===== src/rtl/gate_stream_unit.sv =====
// Registered valid/ready stage applying one of eight bitwise gate functions,
// either per beat (pairwise) or reduced across a burst of beats (fold).
module gate_stream_unit #(
  parameter int unsigned WIDTH     = 8,
  parameter int unsigned MAX_BEATS = 16,
  localparam int unsigned BW       = $clog2(MAX_BEATS + 1)
) (
  input  logic             clk,
  input  logic             rst,
  input  logic             in_valid,
  output logic             in_ready,
  input  logic [WIDTH-1:0] in_a,
  input  logic [WIDTH-1:0] in_b,
  input  logic [2:0]       in_op,
  input  logic             in_mode,
  input  logic             in_last,
  output logic             out_valid,
  input  logic             out_ready,
  output logic [WIDTH-1:0] out_y,
  output logic [BW-1:0]    out_beats,
  output logic             out_err
);

  localparam logic [2:0] OP_AND  = 3'd0;
  localparam logic [2:0] OP_OR   = 3'd1;
  localparam logic [2:0] OP_NOT  = 3'd2;
  localparam logic [2:0] OP_NAND = 3'd3;
  localparam logic [2:0] OP_NOR  = 3'd4;
  localparam logic [2:0] OP_XOR  = 3'd5;
  localparam logic [2:0] OP_XNOR = 3'd6;

  typedef enum logic {
    IDLE = 1'b0,
    FOLD = 1'b1
  } state_t;

  state_t           state, state_d;
  logic [WIDTH-1:0] acc, acc_d;
  logic [BW-1:0]    count, count_d;
  logic [2:0]       op_q, op_d;
  logic             load_out;
  logic [WIDTH-1:0] y_d;
  logic [BW-1:0]    beats_d;
  logic             err_d;
  logic             accept;
  logic [WIDTH-1:0] fold_y;
  logic [BW-1:0]    count_inc;

  function automatic logic [WIDTH-1:0] gate_f(input logic [2:0] op,
                                               input logic [WIDTH-1:0] x,
                                               input logic [WIDTH-1:0] y);
    logic [WIDTH-1:0] r;
    r = x;
    case (op)
      OP_AND:  r = x & y;
      OP_OR:   r = x | y;
      OP_NOT:  r = ~x;
      OP_NAND: r = ~(x & y);
      OP_NOR:  r = ~(x | y);
      OP_XOR:  r = x ^ y;
      OP_XNOR: r = ~(x ^ y);
      default: r = x;
    endcase
    return r;
  endfunction

  // A new result may only be written when the output slot is free or draining.
  assign in_ready  = !out_valid || out_ready;
  assign accept    = in_valid && in_ready;
  assign fold_y    = gate_f(op_q, acc, in_a);
  assign count_inc = count + BW'(1);

  always_comb begin
    state_d  = state;
    acc_d    = acc;
    count_d  = count;
    op_d     = op_q;
    load_out = 1'b0;
    y_d      = out_y;
    beats_d  = out_beats;
    err_d    = out_err;
    if (accept) begin
      case (state)
        IDLE: begin
          if (!in_mode) begin
            load_out = 1'b1;
            y_d      = gate_f(in_op, in_a, in_b);
            beats_d  = BW'(1);
            err_d    = 1'b0;
          end else begin
            op_d    = in_op;
            acc_d   = in_a;
            count_d = BW'(1);
            if (in_last) begin
              load_out = 1'b1;
              y_d      = in_a;
              beats_d  = BW'(1);
              err_d    = 1'b0;
            end else begin
              state_d = FOLD;
            end
          end
        end
        FOLD: begin
          acc_d   = fold_y;
          count_d = count_inc;
          // Close the burst on the marked last beat or when the cap is hit.
          if (in_last || (count_inc == BW'(MAX_BEATS))) begin
            load_out = 1'b1;
            y_d      = fold_y;
            beats_d  = count_inc;
            err_d    = !in_last;
            state_d  = IDLE;
          end
        end
        default: state_d = IDLE;
      endcase
    end
  end

  always_ff @(posedge clk) begin
    if (rst) begin
      state     <= IDLE;
      acc       <= '0;
      count     <= '0;
      op_q      <= '0;
      out_valid <= 1'b0;
      out_y     <= '0;
      out_beats <= '0;
      out_err   <= 1'b0;
    end else begin
      state <= state_d;
      acc   <= acc_d;
      count <= count_d;
      op_q  <= op_d;
      if (load_out) begin
        out_valid <= 1'b1;
        out_y     <= y_d;
        out_beats <= beats_d;
        out_err   <= err_d;
      end else if (out_ready) begin
        out_valid <= 1'b0;
      end
    end
  end

endmodule


===== config.mk =====
export PLATFORM = sky130hd
export DESIGN_NAME = gate_stream_unit
export DESIGN_NICKNAME = d
export VERILOG_FILES = /design/src/rtl/gate_stream_unit.sv
export SDC_FILE = /design/constraint.sdc
export NUM_CORES = 1
export LEC_CHECK = 0
export CAP_MARGIN = 20
export CORE_UTILIZATION = 40
export CTS_CLUSTER_DIAMETER = 200
export CTS_CLUSTER_SIZE = 24
export DETAILED_ROUTE_END_ITERATION = 12
export PLACE_DENSITY = 0.69
export SYNTH_ARGS = -nofsm -noshare
export SYNTH_HDL_FRONTEND = slang
export SYNTH_SLANG_ARGS = --single-unit

===== constraint.sdc =====
create_clock -name clk -period 1.6 [get_ports clk]
set_input_delay 0.32 -clock clk [delete_from_list [all_inputs] [get_ports clk]]
set_output_delay 0.32 -clock clk [all_outputs]
set_load 0.02 [all_outputs]

==> results.cfg, run 1 <==
[grt]
antenna_found_initial = 0
grt_pass1_wl_um = 15760
grtUsageTotal_pct = 25.60
grt_pass1_vias = 3324
grt.overflow.total = 0
grt_max_degree = 38

[routing]
vias_per_cell = 5.802
post_drt_wl_per_cell_um = 17.80
wl_um = 10700
first_iter_violations = 243
drc = 0
vias = 3487
first_pass_iters = 5
ant_nets = 0

[synthesis]
ys_ff_latch = 32
syn_area_per_cell_um2 = 7.911
synth_cell_types = 56
syn_inst = 387
syn_area_um2 = 3062
synthFlopType = dfxtp_1
ys_seq_area_share_pct = 20.92
synthesis.nets = 445
yosysWarnings = 0
async_flop_share_pct = 0
synth_edf_count = 0

[finish]
final_cell_mix = buf_4 (80), nor2_1 (44), ha_1 (24)
fillers = 547
diodes = 0
area_growth_pct = 59.42
layout_commonest_cell = buf_4
finish.utilization_pct = 66.58
fin_nets = 559
drive_above_1_share_pct = 43.63

[power]
cellPowerDensity_nw_per_um2 = 582.9
p_leak_uw = 0.002227
power_uw = 2845
peakVddDrop_mv = 0.2866

[timing]
setup_tns_ps = -972.6
finalHoldViolations = 0
tightestPinTransition_ps = 397.3
max-slew-margin-rel_pct = 73.23
drv_slew = 0
timing.fmax_ghz = 0.5728
layout_setup_ws_ps = -145.7
grt_setup_unrepaired = true
setup-violations-final = 14
min_period_ps = 1746
fin_crit_sh_pct = 109.1
finClkSkew_ps = 11.11

[worst_hold_path]
hold_start = out_beats[1]$_SDFFE_PP0P_
hp-class = flip-flop to flip-flop

[clock_network]
clk_path_buf_depth = 2
cts_made_buffers = 5
cts.sinks = 32
cts.clk_slew.worst_paths_ps = 80
cts_tree = built
cts-root-buf = clkbuf_8
clock_latency_ps = 300
htree_levels = 2

[floorplanning]
die_w_um = 89.49
fp.coreArea_um2 = 7331
io_pins = 41
initial_utilization_pct = 41.76
die_y_um = 89.49
die-area_um2 = 8008
rows = 31

[setup_path]
crit_arrival_ps = 1920
cp.required_ps = 1770
worstSetupEndpointType = flip-flop
max_stage_delay_ps = 270
crit_fanout = 3
r2r_start = op_q[2]$_SDFFE_PP0P_
cp_cell_sequence = clkdlybuf4s15_2 > inv_2 > buf_4 > ha_1 > mux2_2 > a32o_1 > a211o_1 > a21oi_2 > a211oi_2
path_class = input pin to flip-flop
crit_slowest_cell = mux2_2
start_kind = input pin
crit_start = in_a[2]

[run]
maxCapViolations = 0

[placed_design]
hpwl_um = 6690
gp_congestion = 0.8726
io_buffers = 40

[status]
status = finished, violations left
violations = setup timing
-- worst max-delay path: cells and delay by family --
| family | cells | cell delay (ps) |
|---|---|---|
| multiplexers | 1 | 270 |
| AO/OA/AOI/OAI | 4 | 710 |
| buffers and inverters | 3 | 420 |
| adder cells (fa/ha/maj) | 1 | 210 |
-- layout make-up --
cell class	instances	area, um^2	share of cell area (%)
clock buffers	5	68.82	1.410
clock inverters	3	42.54	0.8716
inverters	30	112.6	2.307
multi-input cells	296	2613	53.52
flip-flops and latches	32	661.9	13.56
well taps	99	123.9	2.538
repair buffers	136	1259	25.79
-- state kept, by name, summed over array words and instances (netlist names) --
name and count:
out_valid 1, acc 8, out_err 1, out_y 8, state 1, count 5, out_beats 5, op_q 3
-- logic make-up (layout without fill, tap and decap cells) --
group	after synthesis	in the layout	synth area share, %
and+or+nand+nor	136	136	22.40
AOI/OAI and AO/OA	102	103	25.38
buffers and inverters	60	174	9.195
adders and majority gates	33	33	13.49
DFF	32	32	20.92
muxes	22	22	8.051
xor gates and xnor gates	2	2	0.5722
-- stage by stage --
stage	setup slack, ps	hold slack, ps	cells	instance area (um^2)
floorplan	-4.173	472.6	387	3141
global placement	-847.1	450.8	569	4094
detailed placement	-942.2	451.2	569	4094
CTS	-208.0	471.6	596	4597
global route	-185.6	482.4	601	4881
finish	-145.7	471.4	601	4881
-- per-layer routing --
| layer | wire (um) | up-vias | global-route usage [%] |
|---|---|---|---|
| met3 | 512 | 29 | 3.601 |
| met4 | 304 | 0 | 9.380 |
| met2 | 5238 | 143 | 44.62 |
| met1 | 4643 | 1682 | 32.05 |
| met5 | 0 | - | 0 |
| li1 | - | 1633 | - |
-- where the power goes --
part	total [uW]	internal, uW	switching, uW	leakage [uW]
Combinational	1140	571	567	0.00190
Sequential	899	848	51.0	0.000268
Clock	808	461	347	0.0000541
Total	2850	1880	964	0.00223
-- cells in the mapped netlist, types with 4 or more instances --
master    instances  area [um^2]
or3_1             6        37.54
nor2_1           46        172.7
buf_4             4        30.03
a31oi_1           7        43.79
nor3_1           19        95.09
buf_2             9        45.04
o221ai_1          6        52.55
nand2b_1         12        75.07
dfxtp_1          32        640.6
and2_1            6        37.54
o21ai_0          16        80.08
nand2_1          18        67.56
o32a_1            4        40.04
a211oi_1         10        75.07
clkbuf_1         13        48.80
mux2_2           11        123.9
mux2i_1          10        100.1
a211o_1           4        35.03
buf_6             4        45.04
inv_1            30        112.6
a32o_1            4        40.04
o22ai_1           7        43.79
nand3_1           4        20.02
nor2b_1           8        50.05
ha_1             33        412.9
a21oi_1          13        65.06
and3_1            4        25.02
o21a_1            4        30.03
-- repair_timing --
action | 4_1_cts | 5_1_grt
endpoints found under the setup margin | 30 | 36
buffers inserted | 18 | 3
gates cloned | 1 | 2
gates resized for setup | 91 | 53
hold buffers | 0 | 0
pin swaps | 39 | 30
-- worst paths after layout --
check	cells past startpoint	endpoint	slack, ps
hold reg to reg	1	out_beats[1]$_SDFFE_PP0P_	470
setup reg to reg	7	acc[0]$_SDFFE_PP0P_	-110
setup / recovery	9	out_y[2]$_SDFFE_PP0P_	-150
hold / removal	1	out_beats[1]$_SDFFE_PP0P_	470
Note: power is estimated with default switching activity, not from simulation.
==> inputs of run 2 (changes only) <==
--- a/config.mk
+++ b/config.mk
@@ -5,6 +5,7 @@
 export SDC_FILE = /design/constraint.sdc
 export NUM_CORES = 1
 export LEC_CHECK = 0
+export ABC_AREA = 1
 export CAP_MARGIN = 20
 export CORE_UTILIZATION = 40
 export CTS_CLUSTER_DIAMETER = 200
==> constraint.sdc (replaced) <==
create_clock -name clk -period 1.6 [get_ports clk]
set_input_delay 0.16 -clock clk [delete_from_list [all_inputs] [get_ports clk]]
set_output_delay 0.16 -clock clk [all_outputs]
set_load 0.02 [all_outputs]
==> run 2 against run 1 <==
Effect of this change: the flow now finishes without violations; sequential share of layout area rose by 1.2 points; critical path depth fell by 8; largest cell class unchanged; synthesized cell count rose by 48%; critical endpoint is now out_y[5]; critical path type is now flip-flop to primary output; sequential power barely moved.
==> results.cfg, run 2 <==
[placed_design]
hpwl_um = 7636
place_ws_ps = -216.7
dp_cells = 749
gp_congestion = 0.8971
io_buffers = 40

[timing]
min_period_ps = 1517
fin_crit_sh_pct = 94.84
tightestPinTransition_ps = 461.4
drv_slew = 0
timing.fmax_ghz = 0.6590
max-slew-margin-rel_pct = 69.21
layout_setup_ws_ps = 82.50
finalHoldViolations = 0
setup-violations-final = 0
finClkSkew_ps = 6.880
setup_tns_ps = 0

[power]
cellPowerDensity_nw_per_um2 = 589.4
peakVddDrop_mv = 0.5212
p_leak_uw = 0.002361

[synthesis]
netlist.top_cell.by_area = dfxtp_1
synth_area_leaders = dfxtp_1 (19%), nand2_1 (16%), nand3_1 (16%), ha_1 (13%), inv_1 (11%)
syn_area_um2 = 3296
synth_commonest_cells = nand2_1 (144), nand3_1 (103), inv_1 (98)
ys_ff_latch = 32
synthesis.nets = 632
syn_area_per_cell_um2 = 5.742
yosysWarnings = 0
synth_cell_types = 24
ys_seq_area_share_pct = 19.44
syn_inst = 574
yosysMostFrequentCell = nand2_1
synthFlopType = dfxtp_1
synth_top_area_share_pct = 19.44
async_flop_share_pct = 0
synth_edf_count = 0

[setup_path]
worstSetupEndpointType = primary output
crit_family = buffers and inverters
crit_slowest_cell = clkdlybuf4s50_1
crit_start = out_y[5]$_SDFFE_PP0P_
cp.required_ps = 1440
path_class = flip-flop to primary output
r2r-end = out_y[0]$_SDFFE_PP0P_
cp_cell_sequence = clkdlybuf4s50_1
cp.depth = 1
max_stage_delay_ps = 640
crit_arrival_ps = 1360
reg2reg_setup_slack_ps = 110
start_kind = flip-flop
r2r_start = count[1]$_SDFFE_PP0P_
crit_buf_inv = 1
rr_worst_depth = 11
critical_path.endpoint = out_y[5]
crit_fanout = 2

[routing]
first_pass_iters = 5
wl_um = 10230
first_iter_violations = 206
post_drt_wl_per_cell_um = 13.48
drc = 0
ant_nets = 0
vias_per_cell = 5.186
vias = 3936

[floorplanning]
die_w_um = 92.77
io_pins = 41
fp.coreArea_um2 = 7848
initial_utilization_pct = 42.00
die_y_um = 92.77
die-area_um2 = 8606
rows = 32

[clock_network]
cts_hold_buf = 0
cts_made_buffers = 5
cts_tree = built
clk_path_buf_depth = 2
cts.clk_slew.worst_paths_ps = 70
cts.sinks = 32
clock_latency_ps = 300
cts-root-buf = clkbuf_8
htree_levels = 2

[grt]
grt.overflow.total = 0
grt_pass1_vias = 3740
antenna_found_initial = 0
grt_max_degree = 26
grt_pass1_wl_um = 17320
grtUsageTotal_pct = 25.13

[finish]
biggestRegsByFlops = acc x8, out_y x8
area_growth_pct = 32.80
fin_nets = 714
diodes = 0
final_cell_mix = nand2_1 (139), nand3_1 (99), inv_1 (94)
layout_commonest_cell = nand2_1
drive_above_1_share_pct = 14.46
fin_cells = 759

[worst_hold_path]
hp-class = input pin to flip-flop
hold_depth = 3

[run]
maxCapViolations = 0

[status]
status = finished, final reports clean
==> run 2: cell types whose count changed after synthesis, moves of 7 or more <==
cell / previous run / this run
nand4_1: 0 / 9
nand3_1: 4 / 103
o22ai_1: 7 / 0
a21oi_1: 13 / 39
nor3_1: 19 / 2
nand2b_1: 12 / 0
mux2i_1: 10 / 0
nand2_1: 18 / 144
o21ai_0: 16 / 23
nor2b_1: 8 / 0
mux2_2: 11 / 0
inv_1: 30 / 98
a211oi_1: 10 / 1
==> run 2: repair_timing <==
item	in CTS	in global routing
endpoints found under the setup margin	8	17
buffers inserted	1	1
hold endpoints to repair	0	0
pin swaps	3	6
resized for setup	8	21
gates cloned	0	0
==> run 2: final cells by class <==
type / instances / area [um^2]
clock buffers: 6 / 82.58
multi-input cells: 416 / 2242
flip-flops and latches: 32 / 645.6
fillers: 787 / 3471
clock inverters: 2 / 10.01
inverters: 101 / 379.1
well taps: 102 / 127.6
repair buffers: 100 / 889.6
==> run 2: metal layers <==
| metal | part of all wire (%) | track usage [%] | wire length [um] |
|---|---|---|---|
| met1 | 45 | 31.32 | 4611 |
| met2 | 46 | 43.20 | 4735 |
| met3 | 5.1 | 3.366 | 519 |
| met4 | 3.5 | 10.38 | 361 |
| met5 | 0 | 0 | 0 |
==> run 2: power breakdown <==
group          total [uW]  internal (uW)  switching [uW]
Sequential            899            852            47.0
Combinational        1010            428             581
Clock                 671            343             328
Total                2580           1620             956
==> run 2: cell families after synthesis <==
kind of cell	after synthesis	synth area share, %
DFF	32	19.44
AOI/OAI and AO/OA	65	10.10
and+or+nand+nor	318	42.82
buffers and inverters	126	15.11
adders and majority gates	33	12.53
==> run 2: per-stage QoR <==
step	utilization [%]	area [um^2]	power [uW]	hold WS (ps)
after floorplan	-	3296	1475	338.0
after global placement	53.24	4178	1869	456.8
after detailed placement	53.24	4178	1883	458.4
after CTS	54.72	4294	2547	472.6
after global routing	55.77	4377	2748	371.3
final	55.77	4377	2580	332.4
==> run 2: worst min-delay path by stage <==
| stage | end | startpoint |
|---|---|---|
| detailed placement | out_beats[3]$_SDFFE_PP0P_ | out_beats[3]$_SDFFE_PP0P_ |
| global placement | out_err$_SDFFE_PP0P_ | out_err$_SDFFE_PP0P_ |
| finish | op_q[0]$_SDFFE_PP0P_ | in_op[0] |
| CTS | out_beats[3]$_SDFFE_PP0P_ | out_beats[3]$_SDFFE_PP0P_ |
| global route | op_q[0]$_SDFFE_PP0P_ | in_op[0] |
| floorplan | acc[7]$_SDFFE_PP0P_ | in_a[7] |
